## src/rtl/cl_frame_gen.sv

```systemverilog
// Camera Link test-pattern frame generator: FRONT/LINE/HBLK/VBLK timing with per-tap pattern lanes.
// Optional: define CL_GEN_FRAME_CNT_EN to stamp frame_cnt into tap 0 of each frame's first beat.

module cl_frame_gen_tap #(
    parameter int PIX_W = 12,
    parameter int K     = 0
) (
    input  logic [15:0]      x_base,
    input  logic [15:0]      y,
    input  logic [1:0]       pattern,
    output logic [PIX_W-1:0] pix
);
    localparam logic [PIX_W-1:0] ALT = {(PIX_W/2){2'b10}};

    logic [15:0] x;
    assign x = x_base + 16'(K);

    always_comb begin
        case (pattern)
            2'd0:    pix = PIX_W'(x);
            2'd1:    pix = PIX_W'(y);
            2'd2:    pix = {PIX_W{x[3] ^ y[3]}};
            default: pix = ALT;
        endcase
    end
endmodule

module cl_frame_gen #(
    parameter int TAPS  = 4,
    parameter int PIX_W = 12
) (
    input  logic                  sys_clk,
    input  logic                  sys_rst,
    input  logic                  start,
    input  logic                  continuous,
    input  logic [15:0]           frame_width,
    input  logic [15:0]           frame_height,
    input  logic [7:0]            hblank,
    input  logic [15:0]           vblank,
    input  logic [1:0]            pattern,
    output logic                  fval,
    output logic                  lval,
    output logic                  dval,
    output logic [TAPS*PIX_W-1:0] pix_data,
    output logic                  busy,
    output logic                  frame_done,
    output logic                  cfg_err,
    output logic [15:0]           frame_cnt
);
    localparam logic [15:0] T16 = 16'(TAPS);

    typedef enum logic [2:0] {IDLE, FRONT, LINE, HBLK, VBLK} state_t;

    state_t      state;
    logic [15:0] width_r, height_r, vblank_r;
    logic [7:0]  hblank_r;
    logic [1:0]  pattern_r;
    logic [15:0] nxt_x, nxt_y;   // coordinates of the next beat to be emitted
    logic [15:0] cnt;            // blanking cycles remaining, including current
    logic [15:0] hb_len, vb_len;
    logic        cfg_ok;

    logic [TAPS-1:0][PIX_W-1:0] tap_pix, beat_pix;

    for (genvar k = 0; k < TAPS; k++) begin : g_tap
        cl_frame_gen_tap #(.PIX_W(PIX_W), .K(k)) u_tap (
            .x_base (nxt_x),
            .y      (nxt_y),
            .pattern(pattern_r),
            .pix    (tap_pix[k])
        );
    end

`ifdef CL_GEN_FRAME_CNT_EN
    always_comb begin
        beat_pix = tap_pix;
        if (nxt_x == 16'd0 && nxt_y == 16'd0)
            beat_pix[0] = PIX_W'(frame_cnt);
    end
`else
    assign beat_pix = tap_pix;
`endif

    assign cfg_ok = (frame_width != 16'd0) && (frame_height != 16'd0) &&
                    ((frame_width % T16) == 16'd0);
    assign hb_len = (hblank_r == 8'd0)  ? 16'd1 : {8'd0, hblank_r};
    assign vb_len = (vblank_r == 16'd0) ? 16'd1 : vblank_r;

    always_ff @(posedge sys_clk or posedge sys_rst) begin
        if (sys_rst) begin
            state      <= IDLE;
            width_r    <= '0;
            height_r   <= '0;
            vblank_r   <= '0;
            hblank_r   <= '0;
            pattern_r  <= '0;
            nxt_x      <= '0;
            nxt_y      <= '0;
            cnt        <= '0;
            fval       <= 1'b0;
            lval       <= 1'b0;
            dval       <= 1'b0;
            pix_data   <= '0;
            busy       <= 1'b0;
            frame_done <= 1'b0;
            cfg_err    <= 1'b0;
            frame_cnt  <= '0;
        end else begin
            frame_done <= 1'b0;
            cfg_err    <= 1'b0;
            case (state)
                IDLE: begin
                    if (start) begin
                        if (cfg_ok) begin
                            width_r   <= frame_width;
                            height_r  <= frame_height;
                            hblank_r  <= hblank;
                            vblank_r  <= vblank;
                            pattern_r <= pattern;
                            nxt_x     <= '0;
                            nxt_y     <= '0;
                            state     <= FRONT;
                            fval      <= 1'b1;
                            busy      <= 1'b1;
                        end else begin
                            cfg_err <= 1'b1;
                        end
                    end
                end
                FRONT: begin
                    state    <= LINE;
                    lval     <= 1'b1;
                    dval     <= 1'b1;
                    pix_data <= beat_pix;
                    nxt_x    <= nxt_x + T16;
                end
                LINE: begin
                    if (nxt_x == width_r) begin
                        lval     <= 1'b0;
                        dval     <= 1'b0;
                        pix_data <= '0;
                        nxt_x    <= '0;
                        if (nxt_y == height_r - 16'd1) begin
                            state      <= VBLK;
                            fval       <= 1'b0;
                            cnt        <= vb_len;
                            frame_done <= (vb_len == 16'd1);
                            if (vb_len == 16'd1)
                                frame_cnt <= frame_cnt + 16'd1;
                        end else begin
                            state <= HBLK;
                            cnt   <= hb_len;
                            nxt_y <= nxt_y + 16'd1;
                        end
                    end else begin
                        pix_data <= beat_pix;
                        nxt_x    <= nxt_x + T16;
                    end
                end
                HBLK: begin
                    if (cnt == 16'd1) begin
                        state    <= LINE;
                        lval     <= 1'b1;
                        dval     <= 1'b1;
                        pix_data <= beat_pix;
                        nxt_x    <= nxt_x + T16;
                    end else begin
                        cnt <= cnt - 16'd1;
                    end
                end
                VBLK: begin
                    if (cnt == 16'd1) begin
                        // continuous restart re-samples config like a fresh start
                        if (continuous && cfg_ok) begin
                            width_r   <= frame_width;
                            height_r  <= frame_height;
                            hblank_r  <= hblank;
                            vblank_r  <= vblank;
                            pattern_r <= pattern;
                            nxt_x     <= '0;
                            nxt_y     <= '0;
                            state     <= FRONT;
                            fval      <= 1'b1;
                        end else begin
                            cfg_err <= continuous;
                            state   <= IDLE;
                            busy    <= 1'b0;
                        end
                    end else begin
                        cnt <= cnt - 16'd1;
                        if (cnt == 16'd2) begin
                            frame_done <= 1'b1;
                            frame_cnt  <= frame_cnt + 16'd1;
                        end
                    end
                end
                default: begin
                    state <= IDLE;
                    busy  <= 1'b0;
                end
            endcase
        end
    end
endmodule

```

## config.mk

```make
export PLATFORM = sky130hd
export DESIGN_NAME = cl_frame_gen
export DESIGN_NICKNAME = d
export VERILOG_FILES = /design/src/rtl/cl_frame_gen.sv
export SDC_FILE = /design/constraint.sdc
export NUM_CORES = 1
export LEC_CHECK = 0
export BUFFER_PORTS_ARGS = -buffer_cell sky130_fd_sc_hd__buf_2
export CELL_PAD_IN_SITES_DETAIL_PLACEMENT = 1
export CELL_PAD_IN_SITES_GLOBAL_PLACEMENT = 1
export CORE_MARGIN = 4
export CORE_UTILIZATION = 48
export CTS_BUF_LIST = sky130_fd_sc_hd__clkbuf_16
export DETAILED_ROUTE_END_ITERATION = 12
export HOLD_SLACK_MARGIN = 0.12
export PLACE_DENSITY_LB_ADDON = 0.1
export SYNTH_ARGS = -nofsm -noshare
export SYNTH_HDL_FRONTEND = slang
export SYNTH_HIERARCHICAL = 1
export SYNTH_SLANG_ARGS = --single-unit
export TNS_END_PERCENT = 5
```

## constraint.sdc

```tcl
create_clock -name sys_clk -period 12.4 [get_ports sys_clk]
set_input_delay 1.24 -clock sys_clk [delete_from_list [all_inputs] [get_ports sys_clk]]
set_output_delay 1.24 -clock sys_clk [all_outputs]
set_load 0.1 [all_outputs]
```

==> flow_summary.ini <==
[synthesis]
synthAdderAreaFrac_pct = 1.18
synthSimpleGateAreaFrac_pct = 30.0
synth-seq-cells = 176
ys_seq_area_share_pct = 41.7
synth_area_leaders = dfrtp_1 42%, nand2_1 12%, xnor2_1 4.3%
async_flop_share_pct = 100
synth_flop_cell = dfrtp_1
synth_edf_count = 0
synth_top_family_by_area = simple AND/OR/NAND/NOR gates
synth_top_area_share_pct = 41.7
muxShareOfSynthArea_pct = 2.29
syn_area_per_cell_um2 = 8.31
synth_compound_area_share_pct = 13.7
yosysMostFrequentCell = nand2_1
synth_area_leader_cell = dfrtp_1
ys_types = 88
syn_area_um2 = 10600
synthCells = 1271
yosys_warnings = 6
synthXorXnorAreaFrac_pct = 7.39
synth_common_cells = 331 x nand2_1, 176 x dfrtp_1, 84 x nand3_1

[power_and_ir_drop]
power.leakage_nw = 5.75
max-vdd-ir-drop_uv = 141
power_density_nw_per_um2 = 211

[global_route]
grt_pass1_wl_um = 53200
grt_max_degree = 102
antenna_found_initial = 2
gr-total-overflow = 0
grt_pass1_vias = 10134
grtUsageTotal_pct = 26.8

[timing]
slew_headroom_pct = 23.2
finalCritPeriodShare_pct = 31.7
fin_setup_tns_ns = 0
fin_skew_ns = 0.0152
grt_setup_unrepaired = false
hold_violations = 0
fin_ws_ns = 8.46
final_max_slew_viol_count = 0
worst_slew_pin_slew_ns = 1.15
layout_min_cycle_time_ns = 3.94
fmax_mhz = 254
setup_viol = 0

[clocking]
post_cts_buffers = 0
h-tree-depth = 4
clockBufferDepth = 2
cts_made_buffers = 17
root_buffer = clkbuf_16
cts.repair.resized = 0
cts_num_sinks = 176
clk_latency_ns = 0.44
cts_tree = done
clk_pin_slew_ns = 0.07
postCtsHoldBufs = 0

[layout]
layout-drive-gt1-share_pct = 15.3
finalNonFillerCells = 1681
stdcell_area_um2 = 12100
diodes = 0
layout.nets = 1460
area_delta_synth_final_pct = 14.6

[setup_path]
setup.worst_path.start_class = input pin
required_ns = 12.72
crit_type = in -> reg
crit_fanout = 21
cp-end-kind = flop
arrival_ns = 4.26

[routing]
antenna_left = 0
vias = 9850
finalWirelength_um = 32300
drc = 0
via_per_inst = 5.86
wl_per_cell_um = 19.2
drt_iter0_drc = 562
drtPass1Iterations = 6

[die]
ios = 132
core_um2 = 21800
dieHeight_um = 156
die-area_um2 = 24400
die-width_um = 156
rows = 54
initial_core_util_pct = 48.6

[place]
globalplace.congestion = 0.853
placed_area_um2 = 11500
place_hpwl_um = 22000
io_buffers = 131
pre_cts_ws_ns = 8.07
dp.cells = 1649

[min_path]
worstHoldPathType = reg -> reg

[flow_run]
cap_violations = 0

[run_status]
outcome = complete, no violations
[where the power goes]
| part | leakage, nW | switching (mW) | total [mW] | internal [mW] |
|---|---|---|---|---|
| registers | 2.27 | 0.136 | 0.818 | 0.682 |
| clock network | 0.284 | 0.248 | 0.568 | 0.320 |
| logic | 3.19 | 0.909 | 1.17 | 0.262 |
[logic make-up after synthesis]
logic type,after synthesis
simple gates,664
compound gates,219
flops,176
buf+inv,92
xor+xnor,85
mux,24
fa+ha+maj,10
other cells,1
[worst max-delay path, stage by stage]
cell and delay, ns:
buf_2 0.11, nor4_1 0.45, a41oi_1 0.33, nand2_1 0.21
nor2_1 0.07, a211oi_2 0.98, nor2b_1 0.41, and3b_1 0.29
a21o_1 0.15
[worst paths after layout]
path                                 startpoint           end  slack [ns]  depth (start not counted)
max in group asynchronous               sys_rst      state[1]        9.90                          3
min in group asynchronous               sys_rst    width_r[9]        0.99                          2
worst min register to register     pix_data[31]  pix_data[31]        0.46                          2
worst max register to register           cnt[4]          fval        8.59                          9
worst max-delay path            frame_height[4]      nxt_y[0]        8.46                          9
worst min-delay path               pix_data[31]  pix_data[31]        0.46                          2
[layout make-up]
cell class	count	area (um^2)
clock buffers	17	425
clock inverters	15	186
flip-flops and latches	176	4410
repair buffers	145	761
multi-input cells	1021	5870
fillers	2678	9650
well taps	280	350
inverters	27	106
[per-layer routing]
metal	global-route usage (%)	vias to the layer above	wire length, um
met3	5.45	47	1760
met2	45.7	247	15800
met1	35.1	4868	14200
met5	0	-	21
li1	-	4684	-
met4	6.40	4	545
[cells in the final DEF, fill, tap and decap left out, drive strengths merged, types with 10 or more instances in the layout]
| master | instances |
|---|---|
| nand2 | 332 |
| dfrtp | 176 |
| buf | 145 |
| nand3 | 85 |
| o21ai | 70 |
| nor2 | 59 |
| xnor2 | 53 |
| a21oi | 45 |
| nor3 | 35 |
| inv | 31 |
| xor2 | 30 |
| nor4 | 25 |
| mux2i | 23 |
| conb | 19 |
| or3 | 18 |
| nand4 | 17 |
| clkbuf | 17 |
| nand2b | 15 |
| and3 | 14 |
| o211ai | 13 |
| nor2b | 11 |
| a211oi | 11 |
| ha | 10 |
[registers in the layout (all words and copies together), names as in the netlist]
name        cells
busy            1
cfg_err         1
cnt            16
dval            1
frame_cnt      16
frame_done      1
fval            1
hblank_r        8
height_r       16
nxt_x          14
nxt_y          16
pattern_r       2
pix_data       48
state           3
vblank_r       16
width_r        16
[metrics by stage]
step	utilization, %	hold WS (ns)	power [mW]
after CTS	55.6	0.466	2.57
after detailed placement	52.8	0.450	1.99
final	55.6	0.462	2.56
after global routing	55.6	0.488	2.69
after floorplan	-	0.447	1.74
after global placement	52.8	0.444	1.96
Note: power is estimated with default switching activity, not from simulation.
